## src/rtl/booth_mult_seq_if.sv

```systemverilog
// Start/operand/result bundle between an issuing block and booth_mult_seq.
// master drives the request and operands; slave (the multiplier) returns the status and product.
interface booth_mult_seq_if #(
    parameter int N = 5
);
    logic           start;
    logic [N-1:0]   multiplicand;
    logic [N-1:0]   multiplier;
    logic           busy;
    logic           done;
    logic [2*N-1:0] product;

    modport master (
        output start, multiplicand, multiplier,
        input  busy, done, product
    );

    modport slave (
        input  start, multiplicand, multiplier,
        output busy, done, product
    );
endinterface

```

## src/rtl/booth_mult_seq.sv

```systemverilog
// Sequential radix-2 Booth signed multiplier: one (N+1)-bit add/sub path reused over N iterations.
// Define BOOTH_SKIP_EN to fold the shift into CALC when no add/sub is needed (variable latency).
module booth_mult_seq #(
    parameter int N = 5
) (
    input  logic            clk,
    input  logic            rst,
    booth_mult_seq_if.slave bus
);
    localparam int CW = $clog2(N) + 1;

    typedef enum logic [1:0] {IDLE, CALC, SHIFT} state_t;

    state_t         state, state_next;
    logic [N:0]     a, a_next;
    logic [N-1:0]   q, q_next;
    logic           q_1, q_1_next;
    logic [N:0]     m, m_next;
    logic [CW-1:0]  count, count_next;
    logic           busy, busy_next;
    logic           done, done_next;
    logic [2*N-1:0] product, product_next;

    logic [N:0]     addsub;
    logic [N:0]     sh_a;
    logic [N-1:0]   sh_q;
    logic           do_shift;
    logic           last;

    // Booth recoding of {Q[0],Q_1}: 10 subtracts M, 01 adds M, otherwise A passes through.
    always_comb begin
        case ({q[0], q_1})
            2'b10:   addsub = a - m;
            2'b01:   addsub = a + m;
            default: addsub = a;
        endcase
    end

    // Arithmetic right shift of {A,Q,Q_1}; the bit leaving Q becomes the new Q_1.
    assign sh_a = {a[N], a[N:1]};
    assign sh_q = {a[0], q[N-1:1]};
    assign last = (count == CW'(N - 1));

    // NOTE: every variable gets a default before the case so no path leaves one unassigned,
    // which would otherwise infer a latch.
    always_comb begin
        state_next   = state;
        a_next       = a;
        q_next       = q;
        q_1_next     = q_1;
        m_next       = m;
        count_next   = count;
        busy_next    = busy;
        done_next    = 1'b0;
        product_next = product;
        do_shift     = 1'b0;

        case (state)
            IDLE: begin
                if (bus.start) begin
                    a_next     = '0;
                    q_next     = bus.multiplier;
                    q_1_next   = 1'b0;
                    m_next     = {bus.multiplicand[N-1], bus.multiplicand};
                    count_next = '0;
                    busy_next  = 1'b1;
                    state_next = CALC;
                end
            end
            CALC: begin
                a_next     = addsub;
                state_next = SHIFT;
`ifdef BOOTH_SKIP_EN
                if (q[0] == q_1) do_shift = 1'b1;
`endif
            end
            SHIFT: do_shift = 1'b1;
            default: state_next = IDLE;
        endcase

        if (do_shift) begin
            a_next     = sh_a;
            q_next     = sh_q;
            q_1_next   = q[0];
            count_next = count + CW'(1);
            if (last) begin
                product_next = {sh_a[N-1:0], sh_q};
                done_next    = 1'b1;
                busy_next    = 1'b0;
                state_next   = IDLE;
            end else begin
                state_next = CALC;
            end
        end
    end

    // NOTE: sequential state uses non-blocking assignments so every register samples
    // the pre-edge values regardless of statement order.
    always_ff @(posedge clk or posedge rst) begin
        if (rst) state <= IDLE;
        else     state <= state_next;
    end

    always_ff @(posedge clk or posedge rst) begin
        if (rst) begin
            a       <= '0;
            q       <= '0;
            q_1     <= 1'b0;
            m       <= '0;
            count   <= '0;
            busy    <= 1'b0;
            done    <= 1'b0;
            product <= '0;
        end else begin
            a       <= a_next;
            q       <= q_next;
            q_1     <= q_1_next;
            m       <= m_next;
            count   <= count_next;
            busy    <= busy_next;
            done    <= done_next;
            product <= product_next;
        end
    end

    assign bus.busy    = busy;
    assign bus.done    = done;
    assign bus.product = product;
endmodule

```

## src/flat_wrapper.sv

```systemverilog
// flat-port wrapper written by rule: the top's interface ports become plain ports
module booth_mult_seq_flat 
#(
    parameter int N = 5
)
  (clk, rst, bus_start, bus_multiplicand, bus_multiplier, bus_busy, bus_done, bus_product);
  booth_mult_seq_if #(.N(N)) bus_i ();
  input  logic clk;
  input  logic rst;
  input wire logic [$bits(bus_i.start)-1:0] bus_start;
  input wire logic [$bits(bus_i.multiplicand)-1:0] bus_multiplicand;
  input wire logic [$bits(bus_i.multiplier)-1:0] bus_multiplier;
  output wire logic [$bits(bus_i.busy)-1:0] bus_busy;
  output wire logic [$bits(bus_i.done)-1:0] bus_done;
  output wire logic [$bits(bus_i.product)-1:0] bus_product;
  assign bus_i.start = bus_start;
  assign bus_i.multiplicand = bus_multiplicand;
  assign bus_i.multiplier = bus_multiplier;
  assign bus_busy = bus_i.busy;
  assign bus_done = bus_i.done;
  assign bus_product = bus_i.product;
  booth_mult_seq #(.N(N)) u_core (.clk(clk), .rst(rst), .bus(bus_i));
endmodule
```

## config.mk

```make
export PLATFORM = sky130hd
export DESIGN_NAME = booth_mult_seq_flat
export DESIGN_NICKNAME = d
export VERILOG_FILES = /design/src/rtl/booth_mult_seq_if.sv /design/src/rtl/booth_mult_seq.sv /design/src/flat_wrapper.sv
export SDC_FILE = /design/constraint.sdc
export NUM_CORES = 1
export LEC_CHECK = 0
export CELL_PAD_IN_SITES_DETAIL_PLACEMENT = 2
export CELL_PAD_IN_SITES_GLOBAL_PLACEMENT = 2
export CORE_MARGIN = 4
export CORE_UTILIZATION = 38
export CTS_CLUSTER_SIZE = 8
export DETAILED_ROUTE_END_ITERATION = 10
export PLACE_DENSITY = 0.82
export SYNTH_ARGS = -nofsm -noshare
export SYNTH_HDL_FRONTEND = slang
export SYNTH_SLANG_ARGS = --single-unit
```

## constraint.sdc

```tcl
create_clock -name clk -period 5.3 [get_ports clk]
set_input_delay 0.795 -clock clk [delete_from_list [all_inputs] [get_ports clk]]
set_output_delay 0.795 -clock clk [all_outputs]
set_load 0.01 [all_outputs]
```

==> results.toml <==
[status]
status = "finished, final reports clean"

[final_layout]
n_antenna_cell = 0
fin_util_pct = 48.7
drive_gt1_share_pct = 15.7
num-fill-cells = 509
area_delta_synth_final_pct = 22.6
mostFrequentLayoutCells = "dfrtp_1, clkdlybuf4s50_1, inv_1, nand2_1, mux2_4"
nets = 220
final_common_cell = "dfrtp_1"
multi_input_area_um2 = 926
seq_area_um2 = 876

[critical_path]
worst-setup-path-type = "register to register"
cp_slowest_cell = "dfrtp_1"
startpoint = "u_core.q[0]$_DFFE_PP0P_"
endpoint_kind = "register"
cp.arrival_ns = 2.47
crit_top_cell = "ha_1"
max_stage_delay_ns = 0.41
cp.required_ns = 5.47
r2r_slack_ns = 3.01
worstReg2RegStart = "u_core.q[0]$_DFFE_PP0P_"
critPathMaxFanout = 7
path_cells = "inv_1, ha_1, mux2_2, ha_1, a21o_1, nand4_1, and4b_1, xnor2_1, o21ai_1"
worstSetupStartpointType = "register"

[grt]
first_global_vias = 1575
use_met2_pct = 30.9
top_usage_layer = "met2"
antenna_found_initial = 0
grt_max_degree = 36
use_met1_pct = 20.7
grt_overflow = 0
met3_usage_pct = 3.44
grt_pass1_wl_um = 8070
grt_usage_pct = 17.2

[floorplan]
start_util_pct = 39.7
ios = 25
coreArea_mm2 = 0.00475
rows = 25
die_w_um = 78.5
die_h_um = 78.5
dieArea_mm2 = 0.00616

[logic_synthesis]
synthTopCellsByArea = "dfrtp_1, mux2_4, ha_1, a22oi_1, a21oi_1"
synth_top_cell_area_share_pct = 46.4
async_reset_ff_share_pct = 100
syn_avg_cell_area_um2 = 11.1
ys_seq_area_share_pct = 46.4
syn_area_mm2 = 0.00189
yosysWarnings = 0
ys.flop_type = "dfrtp_1"
synth_cell_types = 36
synth_edf_count = 0
synthCells = 170
postSynthRegisterBits = 35
synth.largest_area_cell = "dfrtp_1"
syn_nets = 194

[clock_tree]
cts_resized = 0
ctsRootBufferMaster = "clkbuf_8"
cts_setup_buffers = 0
cts_buffers = 5
clkSinkCount = 35
worst_skew_pair.late_latency_ns = 0.29
path_clk_slew_ns = 0.08
clk_path_buf_depth = 2
cts_tree = "built"
htreeDepth = 2
hold_buffers = 0

[route]
ant_nets = 0
drtIter0Drc = 49
drc = 0
wl_per_cell_um = 17.9
dr_total_vias = 1382
drt_first_pass_iters = 4
viasPerCell = 5.23
routed_wl_um = 4720

[hold_path]
min_path_type = "register to register"
hold_path.startpoint = "u_core.bus.product[1]$_DFFE_PP0P_"

[place]
gp_congestion = 0.744
dp_hpwl_um = 3490
numPortBuffers = 24

[timing]
fin_worst_skew_ns = 0.00801
setup_viol = 0
tns_ns = 0
holdWs_ns = 0.520
finalCritPeriodShare_pct = 43.2
post-route-min-period_ns = 2.29
drv_slew = 0
tightest_slew_ns = 0.880
rsz0062_at_grt = "no"
maxSlewHeadroom_pct = 41.2
fmax_mhz = 437
final_hold_viol_count = 0

[power]
power_leakage_nw = 1.04
ir_worst_vdd_uv = 278
power_mw = 1.51
power_density_mw_per_mm2 = 651

[flow_run]
drv_cap = 0
-- metrics by stage --
stage | cell area, µm² | setup WS [ns] | std cells
final | 2310 | 3.01 | 264
after global routing | 2310 | 2.84 | 264
after CTS | 2310 | 2.97 | 264
after detailed placement | 2180 | 2.85 | 256
after global placement | 2180 | 2.91 | 256
after floorplan | 1890 | 3.25 | 170
-- cells in the mapped netlist, types with 3 or more instances --
cell type  number
mux2_2          4
a21oi_1        10
nand2_1        12
xnor2_1         3
xor2_1          5
buf_2           3
o21ai_1         6
inv_1          12
nor2_1          8
a22oi_1         8
dfrtp_1        35
nor2b_1         4
a22o_1          3
o21ai_0        10
a21o_1          3
mux2_4         11
ha_1           10
-- worst max-delay path: cells and delay by family, from the launching register on --
kind,cells,cell delay [ns]
buffers and inverters,1,0.10
muxes,1,0.40
DFF,1,0.41
xor gates and xnor gates,1,0.13
AOI/OAI and AO/OA,2,0.26
adders and majority gates,2,0.58
and+or+nand+nor,2,0.29
-- flip-flops by register name (all words and copies together), names as in the netlist --
name                cells
u_core.q                5
u_core.state            2
u_core.a                6
u_core.q_1              1
u_core.bus.busy         1
u_core.m                5
u_core.count            4
u_core.bus.product     10
u_core.bus.done         1
-- cells by family after synthesis --
kind of cell | Yosys count | synth area share (%)
xor+xnor | 8 | 3.71
buf+inv | 18 | 4.57
simple gates | 40 | 12.0
flops | 35 | 46.4
fa+ha+maj | 11 | 7.69
mux | 15 | 11.1
compound gates | 43 | 14.5
-- routing by layer --
metal  up-vias  share of wire (%)
met3         6                2.6
met2        24                 52
li1        640                  -
met4         0                1.2
met1       712                 44
met5         -                  0
-- layout make-up --
type | count | share of cell area [%]
multi-input combinational | 117 | 40.0
clock buffer | 5 | 2.97
timing repair buffer | 25 | 10.7
tap | 67 | 3.62
clock inverter | 3 | 2.92
sequential | 35 | 37.8
inverter | 12 | 1.95
-- worst paths after layout --
check	end	cells past startpoint
max	u_core.a[5]$_DFFE_PP0P_	9
min	u_core.bus.product[1]$_DFFE_PP0P_	1
max reg2reg	u_core.a[5]$_DFFE_PP0P_	9
min reg2reg	u_core.bus.product[1]$_DFFE_PP0P_	1
max in group asynchronous	u_core.a[3]$_DFFE_PP0P_	3
min in group asynchronous	u_core.bus.product[4]$_DFFE_PP0P_	3
-- power by group --
part	total, mW	leakage, nW	switching (mW)	internal, mW
clock network	0.291	0.0644	0.104	0.188
logic	0.708	0.525	0.356	0.353
registers	0.506	0.451	0.134	0.372
total	1.51	1.04	0.593	0.912
Power figures use the tool's default switching activity.
==> variant 1: new RTL, config.mk and constraints unchanged <==
Encoding of `state_t`: now one-hot (3 bits for 3 states).
--- a/src/rtl/booth_mult_seq.sv
+++ b/src/rtl/booth_mult_seq.sv
@@ -11,3 +11,3 @@
 
-    typedef enum logic [1:0] {IDLE, CALC, SHIFT} state_t;
+    typedef enum logic [2:0] {IDLE = 3'b001, CALC = 3'b010, SHIFT = 3'b100} state_t;
 
Behaviour: same outputs for any inputs over 10 cycles, from zero or initial values and one cycle with rst high; not proved beyond that.
==> variant 1 against the unedited design <==
  * Combinational power down 26%
  * Sequential power shrank 12%
  * Design area rose by 0.86%
  * Synthesized area increased by 2.4%
  * Count of clock-buffer cells in the layout increased by 1
  * Sequential cell count is 1 higher
  * Largest cell class unchanged
  * Critical path type unchanged
  * Power decreased by 20%
  * Sequential share of layout area up 0.80 points
  * Routed wire length grew 5.9%
  * Worst setup slack worse by 0.35 ns
==> variant 1: results (changes against the unedited design) <==
FINAL.CLKBUF_COUNT=6  # +1
WL_MET1_UM=2110  # +0.62%
REG2REG_SLACK_NS=2.66  # -0.35 ns
CLKCELLAREAFRAC=0.0461  # -0.0128
TIMING.CRITICAL_PATH.MAX_DELAY_FAMILY='multiplexers'
WORSTMARGINPINSLEW_NS=0.483  # -0.398 ns
P_LEAK_nW=1.03  # -1.3%
SEQ_AREA_FRAC=0.386  # +0.00801
YOSYS.AREA_SHARE.ADDER=0.0751  # -0.00179
VIA_COUNT=1412  # +2.2%
SYNTHDISTINCTLIBCELLS=47  # +31%
RUN_STATUS='complete, no violations'
FIRST_GLOBAL_VIAS=1641  # +4.2%
MET2ROUTEDLENGTH_UM=2620  # +7.3%
DRT_ITER0_DRC=50  # +2.0%
CLOCK_SKEW_NS=0.00503  # -0.00298 ns
MULTI_INPUT_GATES=121  # +3.4%
WORST-ENDPOINT-ARRIVAL_NS=2.85  # +0.38 ns
GRTUSAGETOTAL=0.179  # +0.00736
SIGNAL_BUFFER_AREA_FRACTION=0.109  # +0.00230
DETAILEDPLACEMENTHPWL_UM=3580  # +2.5%
IRDROPWORSTVDD_mV=0.254  # -8.4%
WHS_ENDPOINT='u_core.bus.product[7]'
POWER.NET_SWITCHING_uW=486  # -18%
LIST_OF_MOST_FREQUENT_POST_SYNTHESIS_CELLS='sky130_fd_sc_hd__dfrtp_1, sky130_fd_sc_hd__o21ai_0, sky130_fd_sc_hd__nand2_1'
POST_SYNTH_XOR_AREA_FRACTION=0.0317  # -0.00540
SYNTH_TOP_CELLS_BY_AREA='sky130_fd_sc_hd__dfrtp_1, sky130_fd_sc_hd__ha_1, sky130_fd_sc_hd__mux2_4, sky130_fd_sc_hd__o21ai_0, sky130_fd_sc_hd__mux2_2'
SYNTH_COMPOUND_GATE_AREA_SHARE=0.135  # -0.0105
FILLER_CELL_COUNT=527  # +3.5%
N_ALL_BUFFERS=26  # +4.0%
POST_ROUTE_CELLS_DRIVE_ABOVE_1_SHARE=0.153  # -0.00465
GP_CONGESTION=0.834  # +12%
YS_FF_LATCH=36  # +2.9%
[variant 1: cell count changes in the layout (fill, tap and decap cells not counted), sizes merged, moves of 2 or more]
| cell | delta |
|---|---|
| nor2 | +3 |
| nor2b | -3 |
| o21a | +2 |
| mux2i | +5 |
| a211oi | +2 |
| a22oi | -6 |
| a21oi | -3 |
| nand2 | +3 |
| a22o | -2 |
| and2b | -3 |
| nand3b | +2 |
[variant 1: how the worst max path moves through the flow]
stage / start / end / slack, ns / depth (start not counted)
floorplan: u_core.q[0] / u_core.a[5] / 2.95 / 9
detailed placement: u_core.q[0] / u_core.a[5] / 2.68 / 9
global route: u_core.q[0] / u_core.a[5] / 2.45 / 9
global placement: u_core.q[0] / u_core.a[5] / 2.82 / 9
CTS: u_core.q[0] / u_core.a[5] / 2.65 / 9
finish: u_core.q[0] / u_core.a[5] / 2.66 / 9
[variant 1: logic make-up after synthesis]
kind of cell	count (synthesis)
AO/OA/AOI/OAI	42
XOR/XNOR	7
AND/OR/NAND/NOR	41
flip-flops	36
buffers and inverters	17
adder cells (fa/ha/maj)	11
multiplexers	20
[variant 1: per-stage QoR]
step           worst slack [ns]  instances  hold WS, ns  cell area [um^2]
2_1_floorplan              2.95        174        0.471              1930
3_3_place_gp               2.82        262        0.468              2230
3_5_place_dp               2.68        262        0.502              2230
4_1_cts                    2.65        270        0.523              2330
5_1_grt                    2.45        270        0.538              2330
6_report                   2.66        270        0.508              2330
[variant 1: power groups by stage]
stage	Clock [mW]	Sequential, mW	Combinational, mW
3_3_place_gp	0	0.438	0.481
4_1_cts	0.251	0.444	0.535
2_1_floorplan	0	0.416	0.401
5_1_grt	0.265	0.461	0.594
3_5_place_dp	0	0.447	0.524
6_report	0.242	0.443	0.527
==> variant 2: new RTL, config.mk and constraints unchanged <==
Made on the original files. The option `BOOTH_SKIP_EN` is turned on by a define.
--- a/src/rtl/booth_mult_seq.sv
+++ b/src/rtl/booth_mult_seq.sv
@@ -2,2 +2,4 @@
 // Define BOOTH_SKIP_EN to fold the shift into CALC when no add/sub is needed (variable latency).
+`define BOOTH_SKIP_EN
+
 module booth_mult_seq #(
Function: changed (a bounded check fails within 10 cycles, from zero or initial values and one cycle with rst high).
==> variant 2 against the unedited design <==
  * Worst setup slack got worse by 0.45 ns
  * Critical path depth unchanged
  * Synthesized area rose by 4.2%
  * Power rose by 2.3%
  * Routed wire length rose by 17%
  * Sequential cell count is the same
  * Design area increased by 0.92%
  * Largest cell class unchanged
  * Largest power group unchanged
  * Highest routed layer unchanged
==> variant 2: results (changes against the unedited design) <==
CLOCK_NET_POWER_uW=195  # -33%
FMAX_GHz=0.366  # -16%
DRT_ITER0_DRC=37  # -24%
VIA_COUNT=1598  # +16%
POST_DP_CELL_AREA_UM2=2250  # +3.3%
SYNTH_ENABLE_FLOP_CELLS=0  # unchanged
POST_SYNTH_XOR_AREA_FRACTION=0.0267  # -0.0104
GRTUSAGETOTAL=0.191  # +0.0198
FIRST_GLOBAL_VIAS=1824  # +16%
DETAILEDPLACEMENTHPWL_UM=4100  # +17%
POWER.NET_SWITCHING_uW=695  # +17%
SYN-NUM-NETS=236  # +22%
SYNTH_COMPOUND_GATE_AREA_SHARE=0.153  # +0.00745
FINAL_NET_COUNT=260  # +18%
HOLDCRITSTARTPOINT='u_core.bus.product[7]'
WORSTPATHMAXFANOUT=7  # unchanged
IRDROPWORSTVDD_mV=0.249  # -10%
CLOCK_SKEW_NS=0.00833  # +0.000319 ns
USE_MET3=0.0361  # +0.00171
POST_SYNTH_MUX_AREA_SHARE=0.0598  # -0.0516
SYNTH_TOP_CELLS_BY_AREA='sky130_fd_sc_hd__dfrtp_1, sky130_fd_sc_hd__ha_1, sky130_fd_sc_hd__nand2_1, sky130_fd_sc_hd__o21ai_0, sky130_fd_sc_hd__mux2_2'
RUN_STATUS='complete, no violations'
GROUTE.LAYER.MET2.USAGE=0.353  # +0.0444
WORSTMARGINPINSLEW_NS=0.817  # -0.0628 ns
POST_ROUTE_CELLS_DRIVE_ABOVE_1_SHARE=0.0858  # -0.0715
YOSYS.AREA_SHARE.ADDER=0.0992  # +0.0223
WIRE_PER_INST_UM=18.4  # +2.8%
SYNTHDISTINCTLIBCELLS=43  # +19%
MAX_CAP_VIOL_COUNT=0  # unchanged
WHS_ENDPOINT='u_core.bus.product[7]'
HOLDWS_NS=0.486  # -0.0344 ns
CTS.ROOT.BUFFER_CELL='sky130_fd_sc_hd__clkbuf_8'
GP_CONGESTION=0.823  # +11%
WORST-ENDPOINT-ARRIVAL_NS=2.92  # +0.45 ns
LIST_OF_MOST_FREQUENT_POST_SYNTHESIS_CELLS='sky130_fd_sc_hd__nand2_1, sky130_fd_sc_hd__dfrtp_1, sky130_fd_sc_hd__o21ai_0'
PORTION_OF_TOTAL_POWER_ATTRIBUTED_TO_SEQUENTIAL_CELLS=0.315  # -0.021
HOLD-PATH-CELL-COUNT=2  # +1
P_LEAK_nW=1.09  # +4.5%
FIRST_PASS_GRT_WIRE_LENGTH_UM=9270  # +15%
SYNTH_SEQUENTIAL_AREA_RATIO=0.445  # -0.0189
variant 2: worst max-delay path: cells and delay by family (launching register included):
| kind | cells | cell delay, ns |
|---|---|---|
| compound gates | 5 | 1.15 |
| fa+ha+maj | 2 | 0.59 |
| flops | 1 | 0.41 |
| mux | 1 | 0.39 |
| buf+inv | 1 | 0.10 |
variant 2: stage by stage:
stage                     power (mW)  std cells   util
after floorplan                 1.07        208      -
after global placement          1.26        292  0.461
after detailed placement        1.34        292  0.461
after CTS                       1.56        300  0.479
after global routing            1.68        300  0.479
final                           1.54        300  0.479
variant 2: final cells by class:
cell class	count	area, um^2
clock inverters	2	12.5
well taps	67	83.8
multi-input cells	151	991
flip-flops and latches	35	876
inverters	14	52.6
fillers	559	2540
repair buffers	25	248
clock buffers	6	72.6
variant 2: metal layers:
layer / vias up / wire (um)
met4: 0 / 70
met1: 819 / 2340
met3: 7 / 143
met5: - / 0
li1: 758 / -
met2: 14 / 2950
